===== src/rtl/reg_pkg.sv =====
// +----------------------------------------------------------------------------+
// | reg_pkg : shared widths, typedefs and helpers for the operand-read stage   |
// | Rev 1.0                                                                    |
// +----------------------------------------------------------------------------+
`default_nettype none

package reg_pkg;

    localparam int c_REG_DATA_WIDTH = 16;
    localparam int c_REG_NUM_WIDTH  = 4;
    localparam int c_NUM_REGISTERS  = 16;

    typedef logic [c_REG_NUM_WIDTH-1:0]  reg_num_t;
    typedef logic [c_REG_DATA_WIDTH-1:0] reg_data_t;

    function automatic logic in_range(input logic [31:0] rn, input int num_regs);
        return rn < 32'(num_regs);
    endfunction

endpackage

`default_nettype wire


===== src/rtl/reg_scoreboard.sv =====
// +----------------------------------------------------------------------------+
// | reg_scoreboard : pending-destination tracking and per-port hazard detect   |
// | Rev 1.0                                                                    |
// +----------------------------------------------------------------------------+
`default_nettype none

module reg_scoreboard #(
    parameter int REG_NUM_WIDTH  = 4,
    parameter int NUM_REGISTERS  = 16,
    parameter int NUM_READ_PORTS = 2,
    parameter int R0_ZERO        = 1,
    parameter int BYPASS         = 0
) (
    input  logic                                  clk,
    input  logic                                  rst_n,
    input  logic                                  i_set_en,
    input  logic [REG_NUM_WIDTH-1:0]              i_set_rn,
    input  logic                                  i_clr_en,
    input  logic [REG_NUM_WIDTH-1:0]              i_clr_rn,
    input  logic [NUM_READ_PORTS*REG_NUM_WIDTH-1:0] i_rd_rn,
    input  logic [NUM_READ_PORTS-1:0]             i_rd_use,
    output logic [NUM_READ_PORTS-1:0]             o_hazard
);

    logic [NUM_REGISTERS-1:0] r_pending;

    // A new producer claiming the register outranks the retiring writeback.
    always_ff @(posedge clk or negedge rst_n) begin
        if (!rst_n) begin
            r_pending <= '0;
        end else begin
            for (int i = 0; i < NUM_REGISTERS; i++) begin
                if (i_set_en && i_set_rn == REG_NUM_WIDTH'(i)) begin
                    r_pending[i] <= 1'b1;
                end else if (i_clr_en && i_clr_rn == REG_NUM_WIDTH'(i)) begin
                    r_pending[i] <= 1'b0;
                end
            end
        end
    end

    for (genvar p = 0; p < NUM_READ_PORTS; p++) begin : g_port
        logic [REG_NUM_WIDTH-1:0] w_rn;
        logic                     w_pend;

        assign w_rn = i_rd_rn[p*REG_NUM_WIDTH +: REG_NUM_WIDTH];

        always_comb begin
            w_pend = 1'b0;
            for (int i = 0; i < NUM_REGISTERS; i++) begin
                if (w_rn == REG_NUM_WIDTH'(i)) begin
                    w_pend = r_pending[i];
                end
            end
        end

        assign o_hazard[p] = i_rd_use[p] && w_pend
                           && !((R0_ZERO != 0) && (w_rn == '0))
                           && !((BYPASS != 0) && i_clr_en && (i_clr_rn == w_rn));
    end

endmodule

`default_nettype wire


===== src/rtl/reg_read_stage.sv =====
// +----------------------------------------------------------------------------+
// | reg_read_stage : register file, operand read with writeback forwarding,    |
// | load-use scoreboard and registered valid/ready output stage.               |
// | Optional feature macro: REG_PORT_BYPASS_EN (same-cycle writeback bypass).  |
// | Rev 1.0                                                                    |
// +----------------------------------------------------------------------------+
`default_nettype none

module reg_read_stage
    import reg_pkg::*;
#(
    parameter int REG_DATA_WIDTH = c_REG_DATA_WIDTH,
    parameter int REG_NUM_WIDTH  = c_REG_NUM_WIDTH,
    parameter int NUM_REGISTERS  = c_NUM_REGISTERS,
    parameter int NUM_READ_PORTS = 2,
    parameter int R0_ZERO        = 1
) (
    input  logic                                     clk,
    input  logic                                     rst_n,
    input  logic                                     in_valid,
    output logic                                     in_ready,
    input  logic [NUM_READ_PORTS*REG_NUM_WIDTH-1:0]  in_rn,
    input  logic [NUM_READ_PORTS-1:0]                in_use,
    input  logic                                     in_dest_en,
    input  logic [REG_NUM_WIDTH-1:0]                 in_dest,
    input  logic                                     wr_en,
    input  logic [REG_NUM_WIDTH-1:0]                 wr_rn,
    input  logic [REG_DATA_WIDTH-1:0]                wr_data,
    output logic                                     out_valid,
    input  logic                                     out_ready,
    output logic [NUM_READ_PORTS*REG_DATA_WIDTH-1:0] out_rd,
    output logic                                     out_exc,
    output logic                                     exception,
    input  logic                                     exc_clr
);

`ifdef REG_PORT_BYPASS_EN
    localparam int c_BYPASS = 1;
`else
    localparam int c_BYPASS = 0;
`endif

    logic [REG_DATA_WIDTH-1:0]                 r_file [NUM_REGISTERS];
    logic [NUM_READ_PORTS*REG_DATA_WIDTH-1:0]  w_rd_data;
    logic [NUM_READ_PORTS-1:0]                 w_port_exc;
    logic [NUM_READ_PORTS-1:0]                 w_hazard;
    logic                                      w_dest_exc;
    logic                                      w_exc;
    logic                                      w_accept;
    logic                                      w_set_en;

    always_ff @(posedge clk or negedge rst_n) begin
        if (!rst_n) begin
            for (int i = 0; i < NUM_REGISTERS; i++) begin
                r_file[i] <= '0;
            end
        end else begin
            for (int i = 0; i < NUM_REGISTERS; i++) begin
                if (wr_en && wr_rn == REG_NUM_WIDTH'(i) && !((R0_ZERO != 0) && i == 0)) begin
                    r_file[i] <= wr_data;
                end
            end
        end
    end

    for (genvar p = 0; p < NUM_READ_PORTS; p++) begin : g_rd
        logic [REG_NUM_WIDTH-1:0]  w_rn;
        logic [REG_DATA_WIDTH-1:0] w_data;

        assign w_rn = in_rn[p*REG_NUM_WIDTH +: REG_NUM_WIDTH];
        assign w_port_exc[p] = in_use[p] && !in_range(32'(w_rn), NUM_REGISTERS);
        assign w_rd_data[p*REG_DATA_WIDTH +: REG_DATA_WIDTH] = w_data;

        // Out-of-range numbers match no file entry and so read as zero.
        always_comb begin
            w_data = '0;
            if (w_port_exc[p] || ((R0_ZERO != 0) && w_rn == '0)) begin
                w_data = '0;
            end else if ((c_BYPASS != 0) && wr_en && wr_rn == w_rn) begin
                w_data = wr_data;
            end else begin
                for (int i = 0; i < NUM_REGISTERS; i++) begin
                    if (w_rn == REG_NUM_WIDTH'(i)) begin
                        w_data = r_file[i];
                    end
                end
            end
        end
    end

    assign w_dest_exc = in_dest_en && !in_range(32'(in_dest), NUM_REGISTERS);
    assign w_exc      = (|w_port_exc) || w_dest_exc;
    assign in_ready   = !(|w_hazard) && (!out_valid || out_ready);
    assign w_accept   = in_valid && in_ready;
    assign w_set_en   = w_accept && in_dest_en && !w_exc
                      && !((R0_ZERO != 0) && in_dest == '0);

    reg_scoreboard #(
        .REG_NUM_WIDTH  (REG_NUM_WIDTH),
        .NUM_REGISTERS  (NUM_REGISTERS),
        .NUM_READ_PORTS (NUM_READ_PORTS),
        .R0_ZERO        (R0_ZERO),
        .BYPASS         (c_BYPASS)
    ) u_scoreboard (
        .clk      (clk),
        .rst_n    (rst_n),
        .i_set_en (w_set_en),
        .i_set_rn (in_dest),
        .i_clr_en (wr_en),
        .i_clr_rn (wr_rn),
        .i_rd_rn  (in_rn),
        .i_rd_use (in_use),
        .o_hazard (w_hazard)
    );

    always_ff @(posedge clk or negedge rst_n) begin
        if (!rst_n) begin
            out_valid <= 1'b0;
            out_rd    <= '0;
            out_exc   <= 1'b0;
            exception <= 1'b0;
        end else begin
            if (w_accept) begin
                out_valid <= 1'b1;
                out_rd    <= w_rd_data;
                out_exc   <= w_exc;
            end else if (out_ready) begin
                out_valid <= 1'b0;
            end
            if (w_accept && w_exc) begin
                exception <= 1'b1;
            end else if (exc_clr) begin
                exception <= 1'b0;
            end
        end
    end

endmodule

`default_nettype wire


===== config.mk =====
export PLATFORM = sky130hd
export DESIGN_NAME = reg_read_stage
export DESIGN_NICKNAME = d
export VERILOG_FILES = /design/src/rtl/reg_pkg.sv /design/src/rtl/reg_scoreboard.sv /design/src/rtl/reg_read_stage.sv
export SDC_FILE = /design/constraint.sdc
export NUM_CORES = 1
export LEC_CHECK = 0
export CAP_MARGIN = 20
export CORE_MARGIN = 10
export CORE_UTILIZATION = 55
export CTS_BUF_LIST = sky130_fd_sc_hd__clkbuf_8 sky130_fd_sc_hd__clkbuf_16
export CTS_CLUSTER_DIAMETER = 40
export CTS_CLUSTER_SIZE = 28
export DETAILED_ROUTE_END_ITERATION = 8
export PLACE_DENSITY = 0.74
export SETUP_SLACK_MARGIN = 0.3
export SYNTH_ARGS = -nofsm -noshare
export SYNTH_HDL_FRONTEND = slang
export SYNTH_SLANG_ARGS = --single-unit

===== constraint.sdc =====
create_clock -name clk -period 4.4 [get_ports clk]
set_clock_uncertainty 0.05 [all_clocks]
set_input_delay 0.44 -clock clk [delete_from_list [all_inputs] [get_ports clk]]
set_output_delay 0.44 -clock clk [all_outputs]
set_load 0.01 [all_outputs]

### Word level (Yosys, flattened, before mapping)

Index checks and enable logic that the tools add are counted.

* logic and storage cells: 259
* input port bits: 41
* output and inout port bits: 36
* flip-flop bits (word level): 289

* reduce and logical (&&, ||, !) cells: 68
* mux-type cells: 98
* equality and inequality tests: 60

Operators by type and width (number)
* $mux 16: 32
* $eq 4x4->1 const B: 32
* $mux 1: 66
* $eq 4x3->1 const B: 16
* $logic_and 1x1->1: 40
* $reduce_bool 2->1: 17
* $eq 4x2->1 const B: 8
* $eq 4x1->1 const B: 4
* $logic_not 4->1: 4
* $logic_not 1->1: 5
* $reduce_or 2->1: 1
* $logic_or 1x1->1: 1

### Logic depth before layout (Yosys ltp)

* word-level depth: 27
* mapped depth: 12
* gate-level depth less buffers: 6

### By module

From an unflattened synthesis, not the netlist that was laid out.

* cell total of the unflattened synthesis: 1508
* area total of the unflattened synthesis: 16509.6 µm²

Modules (own cells, without submodules)
* reg_read_stage: area an instance 15572.4 µm², cells an instance 1409, seq. area each 6831.6 µm², times used 1
* reg_scoreboard: area an instance 937.1 µm², cells an instance 99, seq. area each 375.4 µm², times used 1

### Least setup slack after synthesis

No wires, ideal clock.

* path type: input to register
* start point: input in_rn[6]
* end point: register out_rd[29]
* slack: 1.846 ns
* data required time: 4.222 ns
* setup time: 0.128 ns
* path buffers: 3
* arrival: 2.377 ns
* stages on the path: 9
* cell sequence: buf_4 buf_2 nand2_1 nand2_1 a2111oi_2 a32oi_1 nor4b_4 buf_6 mux2_1

* word-level cells in the longest chain between the ends: 23
* elaborated cells between the ends (all ways): 55
* those cells by class: 15 x eq/ne; 32 x mux; 8 x reduce/logical

Ends and longest elaborated chain
* start, declared: RTL line reg_read_stage.sv:22 `input logic [NUM_READ_PORTS*REG_NUM_WIDTH-1:0] in_rn,`
* $logic_not 4->1
* $mux 1 (16 in a row): RTL line reg_scoreboard.sv:51 `if (w_rn == REG_NUM_WIDTH'(i)) begin`
* $logic_and 1x1->1: RTL line reg_scoreboard.sv:57 `assign o_hazard[p] = i_rd_use[p] && w_pend`
* $logic_and 1x1->1: RTL line reg_scoreboard.sv:58 `&& !((R0_ZERO != 0) && (w_rn == '0))`
* $reduce_or 2->1: RTL line reg_read_stage.sv:93 `assign in_ready = !(|w_hazard) && (!out_valid || out_ready);`
* $logic_not 1->1: RTL line reg_read_stage.sv:93
* $logic_and 1x1->1: RTL line reg_read_stage.sv:93
* $logic_and 1x1->1: RTL line reg_read_stage.sv:94 `assign w_accept = in_valid && in_ready;`
* end signal, assigned: RTL line reg_read_stage.sv:125 `out_rd <= w_rd_data;`
* end, declared: RTL line reg_read_stage.sv:31 `output logic [NUM_READ_PORTS*REG_DATA_WIDTH-1:0] out_rd,`

Several ways; a longest one is shown, not always the timed one.
A chain may end at the register's enable or synchronous reset.

### Worst setup path after layout

* start point: input in_rn[7]
* end point: output in_ready

* word-level cells in the longest chain between the ends: 22
* elaborated cells between the ends (all ways): 38
* those cells by class: 15 x eq/ne; 16 x mux; 7 x reduce/logical

Ends and longest elaborated chain
* $logic_not 4->1: RTL line reg_scoreboard.sv:51, reg_scoreboard.sv:58
* $mux 1 (16 in a row): RTL line reg_scoreboard.sv:51
* $logic_and 1x1->1: RTL line reg_scoreboard.sv:57
* $logic_and 1x1->1 *: RTL line reg_scoreboard.sv:58
* $reduce_or 2->1 *: RTL line reg_read_stage.sv:93
* $logic_not 1->1 *: RTL line reg_read_stage.sv:93
* $logic_and 1x1->1 *: RTL line reg_read_stage.sv:93
* end, declared: RTL line reg_read_stage.sv:21 `output logic in_ready,`

Every way passes the cells marked *; elsewhere a longest branch is shown, timed or not.

==> out/results.ini <==
[status]
status = finished, final reports clean

[sta]
relSlewSlack_pct = 24.30
min_period_over_period_pct = 79.72
rsz0062_at_grt = false
hold_violations = 0
setup_tns_ns = 0
period_minus_slack_ns = 3.508
tightest_slew_ns = 1.134
max_freq_ghz = 0.2851
drv_slew = 0
finalSetupViolations = 0

[worst_hold_path]
worstHoldPathCells = 1
hp-start = out_rd[21]$_DFFE_PN0P_
hold_class = flop to flop

[critical_path]
cp_max_fo = 20
crit_top_cell = clkdlybuf4s50_1
cpPeakStageDelay_ns = 0.59
start_kind = primary input
r2r_cells = 6
rrSetupSlack_ns = 1.78
cp_cell_sequence = clkdlybuf4s50_1 -> buf_4 -> nor2b_1 -> and4_1 -> a311oi_1 -> a32oi_1 -> nor3_2 -> clkdlybuf4s50_1
setup.worst_path.end_class = output port
arrival_ns = 3.02
critical_path_class = primary input to output port
cp-startpoint = in_rn[7]
cp_data_required_time_ns = 3.91
crit_end = in_ready
r2r_start = u_scoreboard.r_pending[0]$_DFFE_PN0P_
crit_slowest_cell = clkdlybuf4s50_1
rr_endpoint = out_rd[31]$_DFFE_PN0P_

[synth]
synth_area_sq_um = 15940
syn_avg_cell_area_sq_um = 11.33
synth_top_cell_by_area = dfrtp_1
synth.area.top_cells = dfrtp_1 (45%), mux2_2 (19%), mux4_2 (3.7%), mux2i_1 (3.0%), o21ai_0 (2.1%)
synth_edf_count = 0
synth.most_common_cell = dfrtp_1
ys_ff_latch = 289
synthesis.yosys.warnings = 16
yosysUniqueCellTypes = 67
synth_cells = 1407
yosysSeqAreaShare_pct = 45.36
async_flop_share_pct = 100.0
synthTopCellsByCount = dfrtp_1 (289), mux2_2 (271), nor2_1 (71), o21ai_0 (68), a21oi_1 (65)
yosysTopAreaCellShare_pct = 45.36
synth_top_flop_cell = dfrtp_1

[cells_and_area]
regArea_sq_um = 7232
fill_cells = 2250
multi_input_area_sq_um = 8079
stdcell_area_sq_um = 18410
fin_cells = 1879
area_delta_synth_final_pct = 15.45
layout-drive-gt1-share_pct = 30.68
nets = 1506

[power_and_ir_drop]
ir_drop_v = 0.0002553
switchingPower_mw = 2.691
seqPwrFrac_pct = 43.1
p_sw_share_pct = 30.25
total_leakage_power_nw = 7.638
comb_power_share_pct = 22.8
internal_power_mw = 6.205
powerDensity_nw_per_um2 = 483.3
clkPwrFrac_pct = 34.1

[clocking]
postCtsSetupBuffers = 0
cts_tree = done
htreeDepth = 2
cts.sinks = 289
clk_path_buf_depth = 3
ctsHoldBuffers = 1
path_clk_slew_ns = 0.05
cts_buffers = 39
cts_root_buf = clkbuf_16
post_cts_resized = 0
insertion_delay_ns = 0.53

[die]
coreArea_sq_um = 28630
dieArea_sq_um = 36200
start_util_pct = 55.70
die_w_microns = 190.3
rows = 62
num_io_pins = 77
die-height_microns = 190.3

[place]
dp.cells = 1807
placed_area_sq_um = 17130
hpwl_microns = 34760
io_buffers = 73
finalWeightedCongestion = 0.9716

[routing]
dr.pass1.iters = 8
drtIter0Drc = 2035
vias_per_cell = 7.074
num_vias = 13292
wl_microns = 54960
drc = 0
wl_per_cell_microns = 29.25
ant_nets = 0

[global_route]
grt_max_degree = 111
grt_pass1_wl_microns = 82600
grt_pass1_vias = 13118
track_usage_pct = 29.94
gr-total-overflow = 0
antenna_found_initial = 4

[job]
drv_cap = 0

state kept, by name (all words and copies together) (netlist names):
| register | cells |
|---|---|
| out_rd | 32 |
| r_file | 240 |
| u_scoreboard.r_pending | 16 |
| out_valid | 1 |
power by group through the flow:
stage | Sequential [mW] | Clock (mW) | Combinational [mW]
4_1_cts | 3.80 | 3.06 | 2.01
3_3_place_gp | 3.80 | 0 | 1.94
3_5_place_dp | 3.84 | 0 | 1.99
5_1_grt | 3.90 | 3.18 | 2.18
2_1_floorplan | 3.71 | 0 | 1.30
6_report | 3.83 | 3.04 | 2.03
per-layer routing:
| layer | track usage [%] | vias up | part of all wire, % |
|---|---|---|---|
| met5 | 0 | - | 0.042 |
| met4 | 18.26 | 4 | 6.8 |
| met3 | 8.102 | 279 | 13 |
| met2 | 43.87 | 1013 | 43 |
| met1 | 39.00 | 6565 | 38 |
| li1 | - | 5431 | - |
kinds of logic after synthesis:
kind of cell	Yosys count	share of synthesized area (%)
compound gates	341	15.01
buf+inv	159	4.348
flops	289	45.36
mux	368	27.46
other cells	1	0.02352
simple gates	249	7.801
cell usage in the layout, fill, tap and decap left out, types with 24 or more instances in the layout:
| cell type | netlist | routed |
|---|---|---|
| mux4_2 | 26 | 26 |
| clkdlybuf4s50_1 | 0 | 65 |
| mux2i_1 | 47 | 47 |
| nor2_1 | 71 | 62 |
| clkbuf_16 | 0 | 40 |
| nand2_1 | 62 | 62 |
| o21ai_0 | 68 | 68 |
| mux2_1 | 24 | 24 |
| a21oi_1 | 65 | 65 |
| a221oi_1 | 30 | 30 |
| dfrtp_1 | 289 | 289 |
| buf_4 | 9 | 66 |
| mux2_2 | 271 | 271 |
| inv_1 | 33 | 36 |
| o22ai_1 | 27 | 27 |
cell type report:
cell class | count | share of cell area, %
multi-input cells | 960 | 43.89
diodes | 2 | 0.02719
flip-flops and latches | 289 | 39.29
clock buffers | 44 | 5.737
repair buffers | 139 | 6.607
well taps | 384 | 2.610
clock inverters | 25 | 1.101
inverters | 36 | 0.7341
how the worst min path moves through the flow:
stage | end
detailed placement | out_rd[21]$_DFFE_PN0P_
CTS | out_rd[21]$_DFFE_PN0P_
finish | out_rd[21]$_DFFE_PN0P_
global route | out_rd[21]$_DFFE_PN0P_
global placement | out_rd[20]$_DFFE_PN0P_
floorplan | out_rd[0]$_DFFE_PN0P_
critical path, delay by kind of cell:
kind,cells,cell delay (ns)
simple gates,3,0.59
compound gates,2,0.48
buf+inv,3,1.50
per-stage QoR:
stage                     setup slack, ns  util (%)  total power, mW  hold WS [ns]
after global placement             0.9691     59.85            5.746        0.4173
after global routing               0.7856     64.28            9.258        0.4515
after CTS                          0.9172     64.28            8.875        0.4358
after detailed placement           0.9486     59.85            5.836        0.4238
final                              0.8925     64.30            8.896        0.4327
after floorplan                     1.846         -            5.013       0.09441
Power figures use the tool's default switching activity.
